### config.mk
export PLATFORM = sky130hd
export DESIGN_NAME = fanout_backend_nway_flat
export DESIGN_NICKNAME = d
export VERILOG_FILES = /design/src/rtl/fanout_backend_nway_if.sv /design/src/rtl/fanout_backend_nway.sv /design/src/flat_wrapper.sv
export SDC_FILE = /design/constraint.sdc
export NUM_CORES = 1
export LEC_CHECK = 0
export ABC_CLOCK_PERIOD_IN_PS = 2830
export CORE_AREA = 2 2 102 104
export DETAILED_ROUTE_END_ITERATION = 8
export DIE_AREA = 0 0 104 106
export MAX_ROUTING_LAYER = met4
export PLACE_DENSITY = 0.71
export SYNTH_ARGS = -nofsm -noshare
export SYNTH_HDL_FRONTEND = slang
export SYNTH_SLANG_ARGS = --single-unit
### constraint.sdc
create_clock -name clock -period 2.83 [get_ports clock]
set_input_delay 0.283 -clock clock [delete_from_list [all_inputs] [get_ports clock]]
set_output_delay 0.283 -clock clock [all_outputs]
set_load 0.01 [all_outputs]
### src/rtl/fanout_backend_nway_if.sv
// Forward/backward token link between the FanOut back-end and its neighbours.
// I_* come from the link side into the back-end, and O_* are driven by the back-end.
interface fanout_backend_nway_if #(
    parameter int WIDTH_DATA = 32
);
    logic                  I_FTk_v;
    logic [WIDTH_DATA-1:0] I_FTk_d;
    logic                  I_FTk_rls;
    logic                  O_FTk_v;
    logic [WIDTH_DATA-1:0] O_FTk_d;
    logic                  I_BTk_n;
    logic                  O_BTk_n;

    modport master (
        output I_FTk_v, I_FTk_d, I_FTk_rls, I_BTk_n,
        input  O_FTk_v, O_FTk_d, O_BTk_n
    );

    modport slave (
        input  I_FTk_v, I_FTk_d, I_FTk_rls, I_BTk_n,
        output O_FTk_v, O_FTk_d, O_BTk_n
    );
endinterface

### src/rtl/fanout_backend_nway.sv
// N-way FanOut link back-end: sequences one block (ID words, then data up to release),
// drives buffer enables and rotates the output path round-robin over enabled paths.
module fanout_backend_nway #(
    parameter int WIDTH_DATA = 32,
    parameter int NUM_PATH   = 4,
    parameter int NUM_ID     = 3,
    parameter int WIDTH_SEL  = $clog2(NUM_PATH)
) (
    input  logic                           clock,
    input  logic                           reset,
    fanout_backend_nway_if.slave           lnk,
    input  logic                           I_Req,
    output logic                           O_Ack,
    input  logic                           I_Unit_Length,
    input  logic                           I_Full_Buff,
    input  logic [NUM_PATH-1:0]            I_Path_En,
    input  logic [NUM_PATH*WIDTH_DATA-1:0] I_PATH,
    output logic [WIDTH_DATA-1:0]          O_PATH,
    output logic [WIDTH_SEL-1:0]           O_Sel,
    output logic                           O_Re_BUFF_ID,
    output logic                           O_We_BUFF,
    output logic                           O_Re_BUFF,
    output logic                           O_is_Busy,
    output logic [15:0]                    O_Blk_Cnt
);
    localparam int WIDTH_CNT = $clog2(NUM_ID + 1);

    typedef enum logic [1:0] {INIT, SEND_ID, RUN} state_t;

    state_t                 state;
    logic [WIDTH_SEL-1:0]   R_Sel;
    logic [WIDTH_CNT-1:0]   R_Cnt;
    logic                   R_Nack;
    logic                   R_Full;
    logic                   R_Unit;
    logic                   R_Rls;

    logic                   fwd;
    logic                   rls_tok;
    logic                   end_send;
    logic [WIDTH_SEL-1:0]   next_sel;
    logic [WIDTH_SEL-1:0]   idx;
    logic                   found;
    logic [WIDTH_DATA-1:0]  path_arr [NUM_PATH];

    for (genvar k = 0; k < NUM_PATH; k++) begin : g_path
        assign path_arr[k] = I_PATH[k*WIDTH_DATA +: WIDTH_DATA];
    end

    assign fwd      = (state != INIT);
    assign rls_tok  = lnk.I_FTk_v & lnk.I_FTk_rls;
    assign end_send = (state == RUN) & ~R_Nack & lnk.I_FTk_v & (lnk.I_FTk_rls | R_Unit);

    assign lnk.O_FTk_v = fwd & lnk.I_FTk_v;
    assign lnk.O_FTk_d = fwd ? lnk.I_FTk_d : '0;
    assign lnk.O_BTk_n = fwd & lnk.I_BTk_n;

    assign O_Ack        = (state == INIT) & I_Req;
    assign O_Re_BUFF_ID = (state == SEND_ID) & ~R_Nack;
    assign O_Re_BUFF    = (state == RUN) & ~R_Nack;
    assign O_We_BUFF    = (I_Req | fwd) & ~(R_Rls | rls_tok) & ~R_Full;
    assign O_is_Busy    = fwd & ~end_send;
    assign O_Sel        = R_Sel;
    assign O_PATH       = path_arr[R_Sel];

    // First enabled path after R_Sel in circular order; hold if none other is enabled.
    always_comb begin
        next_sel = R_Sel;
        found    = 1'b0;
        idx      = '0;
        for (int unsigned k = 1; k < NUM_PATH; k++) begin
            idx = WIDTH_SEL'((32'(R_Sel) + k) % NUM_PATH);
            if (!found && I_Path_En[idx]) begin
                next_sel = idx;
                found    = 1'b1;
            end
        end
    end

    always_ff @(posedge clock) begin
        if (reset) begin
            state     <= INIT;
            R_Sel     <= '0;
            R_Cnt     <= '0;
            R_Nack    <= 1'b0;
            R_Full    <= 1'b0;
            R_Unit    <= 1'b0;
            R_Rls     <= 1'b0;
            O_Blk_Cnt <= '0;
        end else begin
            R_Nack <= lnk.I_BTk_n;
            R_Full <= I_Full_Buff;
            if (state == INIT)
                R_Rls <= 1'b0;
            else if (rls_tok && !I_Req)
                R_Rls <= 1'b1;
            case (state)
                INIT: begin
                    if (I_Req) begin
                        R_Unit <= I_Unit_Length;
                        state  <= SEND_ID;
                    end
                end
                SEND_ID: begin
                    if (lnk.I_FTk_v) begin
                        if (R_Cnt == WIDTH_CNT'(NUM_ID - 1)) begin
                            R_Cnt <= '0;
                            state <= RUN;
                        end else begin
                            R_Cnt <= R_Cnt + WIDTH_CNT'(1);
                        end
                    end
                end
                RUN: begin
                    if (end_send) begin
                        state     <= INIT;
                        O_Blk_Cnt <= O_Blk_Cnt + 16'd1;
                        R_Sel     <= next_sel;
                    end
                end
                default: state <= INIT;
            endcase
        end
    end
endmodule

### src/flat_wrapper.sv
// flat-port wrapper written by rule: the top's interface ports become plain ports
module fanout_backend_nway_flat 
#(
    parameter int WIDTH_DATA = 32,
    parameter int NUM_PATH   = 4,
    parameter int NUM_ID     = 3,
    parameter int WIDTH_SEL  = $clog2(NUM_PATH)
)
  (clock, reset, I_Req, O_Ack, I_Unit_Length, I_Full_Buff, I_Path_En, I_PATH, O_PATH, O_Sel, O_Re_BUFF_ID, O_We_BUFF, O_Re_BUFF, O_is_Busy, O_Blk_Cnt, lnk_I_FTk_v, lnk_I_FTk_d, lnk_I_FTk_rls, lnk_I_BTk_n, lnk_O_FTk_v, lnk_O_FTk_d, lnk_O_BTk_n);
  fanout_backend_nway_if #(.WIDTH_DATA(WIDTH_DATA)) lnk_i ();
  input  logic clock;
  input  logic reset;
  input  logic I_Req;
  output logic O_Ack;
  input  logic I_Unit_Length;
  input  logic I_Full_Buff;
  input  logic [NUM_PATH-1:0] I_Path_En;
  input  logic [NUM_PATH*WIDTH_DATA-1:0] I_PATH;
  output logic [WIDTH_DATA-1:0] O_PATH;
  output logic [WIDTH_SEL-1:0] O_Sel;
  output logic O_Re_BUFF_ID;
  output logic O_We_BUFF;
  output logic O_Re_BUFF;
  output logic O_is_Busy;
  output logic [15:0] O_Blk_Cnt;
  input wire logic [$bits(lnk_i.I_FTk_v)-1:0] lnk_I_FTk_v;
  input wire logic [$bits(lnk_i.I_FTk_d)-1:0] lnk_I_FTk_d;
  input wire logic [$bits(lnk_i.I_FTk_rls)-1:0] lnk_I_FTk_rls;
  input wire logic [$bits(lnk_i.I_BTk_n)-1:0] lnk_I_BTk_n;
  output wire logic [$bits(lnk_i.O_FTk_v)-1:0] lnk_O_FTk_v;
  output wire logic [$bits(lnk_i.O_FTk_d)-1:0] lnk_O_FTk_d;
  output wire logic [$bits(lnk_i.O_BTk_n)-1:0] lnk_O_BTk_n;
  assign lnk_i.I_FTk_v = lnk_I_FTk_v;
  assign lnk_i.I_FTk_d = lnk_I_FTk_d;
  assign lnk_i.I_FTk_rls = lnk_I_FTk_rls;
  assign lnk_i.I_BTk_n = lnk_I_BTk_n;
  assign lnk_O_FTk_v = lnk_i.O_FTk_v;
  assign lnk_O_FTk_d = lnk_i.O_FTk_d;
  assign lnk_O_BTk_n = lnk_i.O_BTk_n;
  fanout_backend_nway #(.WIDTH_DATA(WIDTH_DATA), .NUM_PATH(NUM_PATH), .NUM_ID(NUM_ID), .WIDTH_SEL(WIDTH_SEL)) u_core (.clock(clock), .reset(reset), .lnk(lnk_i), .I_Req(I_Req), .O_Ack(O_Ack), .I_Unit_Length(I_Unit_Length), .I_Full_Buff(I_Full_Buff), .I_Path_En(I_Path_En), .I_PATH(I_PATH), .O_PATH(O_PATH), .O_Sel(O_Sel), .O_Re_BUFF_ID(O_Re_BUFF_ID), .O_We_BUFF(O_We_BUFF), .O_Re_BUFF(O_Re_BUFF), .O_is_Busy(O_is_Busy), .O_Blk_Cnt(O_Blk_Cnt));
endmodule
==> results, run 1 <==
- The flow ran to the end, and the final reports show no timing, DRC or antenna violations.
- Setup repair after global routing left no endpoint under its margin.
- The total vias in the final route is 2,896.
- The wire-length estimate of the detail-placed layout is 8720 µm.
- Across the VDD grid, the largest voltage drop is 0.231 mV.
- The maximum clock rate is 401 MHz.
- For this design the ratio of total power to cell area is 228 nW/µm².
- In this run, the clock network consumes 26.4% of the power.
- The synthesized net count is 404.
- In this run, synthesis inferred 0 flip-flops with an integrated enable.
- The floorplan step defined a die boundary enclosing 11,000 µm².
- The kind of cell with the highest combined delay on the critical path is buffers and inverters.
- TritonCTS created 3 clock buffers.
- TritonCTS built the clock tree.
- The later pin in the worst-skew pair is clocked with a latency of 270 ps.
- The analysis attributes to cell leakage a power of 0.00171 µW.
- The kind of launch point of the worst setup path is a flip-flop.
- At the pin with the least slew margin, the transition time is 597 ps.
- The number of nets at the end of the flow is 658.
- For this design the total switching power over the nets is 255 µW.
- The worst hold path belongs to the class reg2reg.
- The type of element capturing the critical path is an output pin.
- The clock-pin slew on the worst setup and hold paths is 90 ps.
- The post-CTS repair timing setup buffer count is 0.
- The largest individual stage delay along the critical path comes from the cell sky130_fd_sc_hd__dfxtp_2.
- Wires add up to 10,500 µm.
- The via count of the first global-routing pass is 2,857.
- The critical path depth in cells is 3.
- Max-cap violations in this run came to 0.
- The worst path in the final design needs a cycle of 2490 ps, including I/O delays and setup.
- The sequential cell area fraction in the yosys report is 22.7%.
- In the layout the commonest cells are sky130_fd_sc_hd__clkdlybuf4s50_1 (260), sky130_fd_sc_hd__nor2b_1 (41), sky130_fd_sc_hd__mux4_2 (33).
- Measured against its own limit, the worst slew margin works out to 60.2%.
- Per report_power, the sequential group accounts for 32.2% of the total.
- The critical path buffer and inverter count is 2.
- Entering global routing, the biggest net connects 34 pins.
- Hold repair after CTS inserted 0 buffers.
- In the synthesized netlist the dominant register cell turns out to be sky130_fd_sc_hd__dfxtp_1.
- The first TritonRoute pass finished after 4 iterations.
- In this run the tool buffered the top-level ports with 260 buffer cells.
- Net switching is 21.9% of the power.
- Per report_power, the combinational group accounts for 41.4% of the total.
- For this run, the number of Yosys warnings is 0.
- At the worst endpoint, the required time is 2550 ps.
- The average size of a mapped cell is 9.91 µm².
- The first global-routing pass estimated 15,700 µm of wire.
- The initial antenna violation count is 0.
- The share of flip-flops with an asynchronous set or reset after synthesis is 0%.
- The vertical die dimension is 106 µm.
- OpenSTA, run right after detailed placement, puts the worst setup slack at 415 ps.
- The arrival time of data at the critical path endpoint is 2210 ps.
- The number of cells on the worst reg-to-reg path is 4.
- The filler cell count is 932.
- After layout, the design draws a total of 1160 µW.
- The I/O pin total is 261.
- Traced cell by cell, the critical path runs through buf_12 -> mux4_2 -> clkdlybuf4s50_1.
- The number of hold violations in the final report is 0.
- The synthesis-stage register bit count is 26.
- The number of cell rows is 37.
- The region available for standard cell placement spans 10000 µm².
- The number of pins with negative max-slew slack in the final report came to 0.
- The number of DRC violations after detailed routing is 0.
- The most common cell after layout, fill and taps aside is sky130_fd_sc_hd__clkdlybuf4s50_1.
- After detailed routing, the average wire length per cell comes to 16.9 µm.
- The post-synth design cell area is 2290 µm².
- The post-cts sizing count is 0.
- The final worst-path setup slack is 337 ps.
- The critical path class is reg2out.
- For this run, the total global-route usage over all layers was measured as 18.1%.
- The internal power is 909 µW.
- Measured along the x axis, the die boundary spans 104 µm.
- After synthesis, the netlist uses 44 different library cells.
- 0 antenna diodes ended up in the layout.
- Setup violations remaining at the end of the flow were counted as 0.
- The area overhead of the layout relative to synthesis is 123%.
- Of all nets on the critical path, the largest fanout is 27.
- Dividing the detail-routed via count by the number of cells gives 4.67.
- After global routing the overflow that remains totals 0.
- The gate count after technology mapping is 231.
- The total negative slack for setup checks is 0 ps.
- In this run the deepest clock path goes through 2 buffers.
- The congestion estimate from routability-driven global placement came to 0.894.
- The total number of clock tree sinks is 26.
- The effective utilization at floorplan is 22.9%.
- After the first detailed-routing iteration, the DRC count stood at 84.
- The root buffer cell chosen for the clock tree is sky130_fd_sc_hd__clkbuf_8.
- The fraction of the cycle the final worst path needs is 88.1%.
- The layout cell share with drive strength beyond 1 is 10.5%.
- The highest cell delay on the worst timing path is 570 ps.
- The cell depth of the worst hold path is 2.
- The number of levels the H-tree was split into is 1.
- The detail route stage leaves a number of antenna-violating nets equal to 0.
- The setup skew after layout is 1.29 ps.
[layer usage]
metal / share of wire, % / vias to the layer above / track usage [%]
li1: - / 1387 / -
met1: 39 / 1374 / 20.9
met2: 53 / 132 / 33.3
met3: 7.8 / 3 / 4.60
met4: 0.20 / 0 / 1.16
met5: 0 / - / -
[cell families after synthesis]
logic type               share of synthesized area (%)
flip-flops                                        22.7
multiplexers                                      34.3
XOR/XNOR                                          2.30
buffers and inverters                             4.15
AND/OR/NAND/NOR                                   26.5
adder cells (fa/ha/maj)                          0.546
AO/OA/AOI/OAI                                     9.45
[path summary, 6_finish.rpt]
path	startpoint	end	slack [ps]
worst min register to register	u_core.R_Cnt[1]	u_core.R_Cnt[1]	490
worst min-delay path	u_core.R_Cnt[1]	u_core.R_Cnt[1]	490
worst max register to register	u_core.state[1]	u_core.O_Blk_Cnt[15]	620
worst max-delay path	u_core.O_Sel[0]	O_PATH[25]	340
[worst reg2reg max path, stage by stage (launching register included)]
cell and delay [ps]:
sky130_fd_sc_hd__dfxtp_1 440, sky130_fd_sc_hd__or3b_4 430, sky130_fd_sc_hd__or4_4 620, sky130_fd_sc_hd__or4_1 490
sky130_fd_sc_hd__a21oi_1 160
[synthesized netlist by cell type, types with 2 or more instances]
library cell / number / share of area (%)
sky130_fd_sc_hd__nor2b_1: 41 / 11
sky130_fd_sc_hd__mux4_2: 33 / 32
sky130_fd_sc_hd__dfxtp_1: 26 / 23
sky130_fd_sc_hd__nor2_1: 16 / 2.6
sky130_fd_sc_hd__a21oi_1: 14 / 3.1
sky130_fd_sc_hd__clkbuf_1: 11 / 1.8
sky130_fd_sc_hd__nand2_1: 11 / 1.8
sky130_fd_sc_hd__inv_1: 8 / 1.3
sky130_fd_sc_hd__nand4_1: 5 / 1.4
sky130_fd_sc_hd__o21ai_0: 5 / 1.1
sky130_fd_sc_hd__o31ai_1: 5 / 1.6
sky130_fd_sc_hd__or4_1: 5 / 1.6
sky130_fd_sc_hd__nand3_1: 4 / 0.87
sky130_fd_sc_hd__or3_1: 4 / 1.1
sky130_fd_sc_hd__nor3_1: 3 / 0.66
sky130_fd_sc_hd__xnor2_1: 3 / 1.1
sky130_fd_sc_hd__xor2_1: 3 / 1.1
sky130_fd_sc_hd__a2111oi_0: 2 / 0.77
sky130_fd_sc_hd__a221o_1: 2 / 0.87
sky130_fd_sc_hd__buf_1: 2 / 0.33
sky130_fd_sc_hd__mux2_2: 2 / 0.98
sky130_fd_sc_hd__mux2i_1: 2 / 0.87
sky130_fd_sc_hd__nor4_1: 2 / 0.55
sky130_fd_sc_hd__o21bai_1: 2 / 0.66
[stage by stage]
stage,instances,utilization [%],instance area [µm²],hold slack (ps)
2_1_floorplan,231,-,2290,411
4_1_cts,620,51.2,5120,492
3_3_place_gp,616,50.5,5040,459
5_1_grt,620,51.2,5120,534
3_5_place_dp,616,50.5,5040,475
6_report,620,51.2,5120,494
[registers in the layout, indices dropped and copies added, names as in the netlist]
| signal | count |
|---|---|
| u_core.state | 2 |
| u_core.O_Sel | 2 |
| u_core.R_Rls | 1 |
| u_core.R_Nack | 1 |
| u_core.R_Full | 1 |
| u_core.R_Cnt | 2 |
| u_core.R_Unit | 1 |
| u_core.O_Blk_Cnt | 16 |
[area by class of cell]
type / count / area, µm² / area share, %
Clock inverter: 1 / 30.0 / 0.587
Clock buffer: 3 / 41.3 / 0.807
Multi-Input combinational cell: 182 / 1680 / 32.8
Timing Repair Buffer: 264 / 2650 / 51.7
Tap cell: 136 / 170 / 3.33
Inverter: 8 / 30.0 / 0.587
Sequential cell: 26 / 523 / 10.2
[power by group through the flow]
stage	sequential, µW	combinational (µW)	clock, µW
after floorplan	382	121	0
after global placement	383	477	0
after detailed placement	383	481	0
after CTS	375	485	317
after global routing	375	509	333
final	375	482	307
Power figures use the tool's default switching activity.
==> run 2: changes to the inputs <==
--- a/config.mk
+++ b/config.mk
@@ -5,7 +5,7 @@
 export SDC_FILE = /design/constraint.sdc
 export NUM_CORES = 1
 export LEC_CHECK = 0
-export ABC_CLOCK_PERIOD_IN_PS = 2830
+export ABC_CLOCK_PERIOD_IN_PS = 2590
 export CORE_AREA = 2 2 102 104
 export DETAILED_ROUTE_END_ITERATION = 8
 export DIE_AREA = 0 0 104 106
==> constraint.sdc (replaced) <==
create_clock -name clock -period 2.59 [get_ports clock]
set_input_delay 0.259 -clock clock [delete_from_list [all_inputs] [get_ports clock]]
set_output_delay 0.259 -clock clock [all_outputs]
set_load 0.01 [all_outputs]
==> run 2 against run 1 <==
Core utilization increased by 0.15 points; hold slack got worse by 3.2 ps; non-clock buffer count increased by 2; clock power increased by 9.4%; sequential power increased by 9.1%; critical endpoint is now O_PATH[5]; largest power group unchanged.
==> results, run 2 (same netlist as run 1, synthesis figures left out) <==
- The initial antenna violation count is 0.
- The worst hold path passes through 2 cells.
- In this run the remaining antenna-violating nets after routing total 0.
- At the end of routability-driven placement, the weighted congestion stood at 0.906.
- The endpoint of the worst-slack reg-to-reg timing path is u_core.O_Blk_Cnt[13].
- The detailed placer's ending HPWL is 8850 µm.
- The register with the most flip-flops in the layout has 16 of them.
- In the final design database the tool counted 660 nets.
- In this run the critical register-to-register path is launched from u_core.state[1].
- Setup slack on the worst reg-to-reg path comes out at 410 ps.
- The global-route track usage on met3 is 3.62%.
- The data required time at the worst endpoint is 2330 ps.
- The maximum fanout along the worst path is 10.
- The number of pins with negative max-slew slack in the final report came to 0.
- Between clock sinks in the finished design, the worst skew comes to 6.68 ps.
- In the layout the commonest cells are sky130_fd_sc_hd__clkdlybuf4s50_1 (260), sky130_fd_sc_hd__nor2b_1 (41), sky130_fd_sc_hd__mux4_2 (33).
- More flip-flops sit in one register than any other, and that register is u_core.O_Blk_Cnt.
- The vertical die dimension is 106 µm.
- The count of hold-fix buffers inserted at cts is 0.
- The number of hold violations in the final report was 0.
- The critical path class is reg2out.
- Using the TritonRoute via totals, the vias-per-cell ratio works out to 4.65.
- The via count of the first global-routing pass is 2,987.
- The first detailed-routing pass ran for 4 iterations.
- The root cell of the clock tree is sky130_fd_sc_hd__clkbuf_8.
- Power comes to 1280 µW.
- The effective utilization at floorplan is 22.9%.
- For the final routed database, the setup TNS stands at 0 ps.
- The antenna diode instance count is 0.
- The arrival time of data at the critical path endpoint is 2130 ps.
- After floorplanning, the core was divided into 37 placement rows.
- The number of input and output port buffers inserted is 260.
- Setup violations remaining at the end of the flow were counted as 0.
- TritonCTS built the clock tree.
- The leakage power summed over all cells is 0.00172 µW.
- Max-cap violations in this run came to 0.
- Summed over all layers, the global routing overflow is 0.
- The latest clock arrival within the worst-skew pair is 270 ps.
- The library cell used most frequently in the layout, excluding fill and tap cells, is sky130_fd_sc_hd__clkdlybuf4s50_1.
- In the routed design, unresolved DRC markers number 0.
- The minimum period implied by the final worst setup slack is 2390 ps.
- The area overhead of the layout relative to synthesis is 124%.
- Setup repair after global routing left no endpoint under its margin.
- The path class of the lowest-slack min-delay path is reg2reg.
- The fraction of the cycle the final worst path needs is 92.4%.
- No sink is reached through more buffers than the 2 on the longest clock path.
- STA classifies the critical path startpoint as a flip-flop.
- The number of levels the H-tree was split into is 1.
- In this run the tightest slew margin relative to its limit is 69.2%.
- In this run the power density over the cells is 249 nW/µm².
- In this run the post-CTS setup repair buffer count came out at 0.
- The die covers 11,000 µm².
- In this run the most used layer during global routing was met2.
- Global routing consumed, on the met2 layer, 32.9% of the routing resources.
- The core region is 10000 µm².
- After clock tree synthesis, the clock-pin slew on the worst setup and hold paths is 90 ps.
- In this run, post-CTS repair resized a total of 0 instances.
- The worst hold path begins at u_core.R_Cnt[1].
- The detail-routed net length per standard cell is 17.1 µm.
- The number of buffers created by CTS is 3.
- The detailed-route wire length is 10,600 µm.
- STA classifies the critical path endpoint as an output pin.
- In the final layout, the share of cells above drive strength 1 is 10.9%.
- In the global route stage, met1 resource usage came out at 21.7%.
- The starting DRC count in detailed routing is 68.
- The detailed router placed 2,892 vias in this run.
- Clock tree synthesis found a total of 26 sinks.
- The first global-routing pass estimated 16,000 µm of wire.
- The actual transition at the worst max-transition pin is 451 ps.
- The worst voltage drop across the vdd grid is 0.228 mV.
- The maximum clock rate is 418 MHz.
- The pin count of the biggest net entering global routing is 34.
- Counting cells, the worst reg-to-reg path comes to 4.
- The floorplan die width is 104 µm.
- The run finished with clean final reports.
- The overall global routing resource usage is 18.4%.
- For this design the top-level I/O count stands at 261.
- The end point of the most critical hold path is u_core.R_Cnt[1].
[run 2: stage by stage]
step                      util (%)  hold WS [ps]  area (µm²)  instances  worst slack (ps)
after floorplan                  -           387        2290        231               412
after global placement        50.6           458        5060        618               358
after detailed placement      50.6           482        5060        618               315
after CTS                     51.3           494        5130        622               171
after global routing          51.3           524        5130        622              86.2
final                         51.3           490        5130        622               197
[run 2: power by group]
part	internal (µW)	total (µW)	switching (µW)
combinational	383	530	147
clock	207	336	130
sequential	405	409	4.55
[run 2: final cells by class]
| type | count | area [µm²] |
|---|---|---|
| fill | 919 | 4870 |
| timing repair buffer | 266 | 2660 |
| multi-input combinational | 182 | 1680 |
| sequential | 26 | 523 |
| tap | 136 | 170 |
| clock buffer | 3 | 41.3 |
| clock inverter | 1 | 30.0 |
| inverter | 8 | 30.0 |
[run 2: worst max-delay path: stages (launching register included)]
cell,delay (ps)
sky130_fd_sc_hd__dfxtp_2,540
sky130_fd_sc_hd__buf_4,280
sky130_fd_sc_hd__mux4_2,510
sky130_fd_sc_hd__clkdlybuf4s50_1,530
[run 2: per-layer routing]
metal  up-vias  share of wire, %
met5         -                 0
met4         0               1.6
met3        10               6.0
met2       127                52
met1      1369                41
li1       1386                 -
[run 2: how the worst max path moves through the flow]
stage / startpoint / endpoint / slack, ps
global placement: lnk_I_FTk_rls / u_core.O_Blk_Cnt[15] / 360
finish: u_core.O_Sel[0] / O_PATH[5] / 200
CTS: u_core.O_Sel[0] / O_PATH[25] / 170
detailed placement: I_Path_En[3] / u_core.O_Sel[1] / 310
global route: u_core.O_Sel[0] / O_PATH[14] / 90
floorplan: u_core.O_Sel[0] / O_PATH[12] / 410
==> run 3: changes to the inputs <==
--- a/config.mk
+++ b/config.mk
@@ -6,6 +6,7 @@
 export NUM_CORES = 1
 export LEC_CHECK = 0
 export ABC_CLOCK_PERIOD_IN_PS = 2590
+export CAP_MARGIN = 20
 export CORE_AREA = 2 2 102 104
 export DETAILED_ROUTE_END_ITERATION = 8
 export DIE_AREA = 0 0 104 106
==> results of run 3 <==
Same layout as run 2: the final DEF is identical, and so are final timing and power.
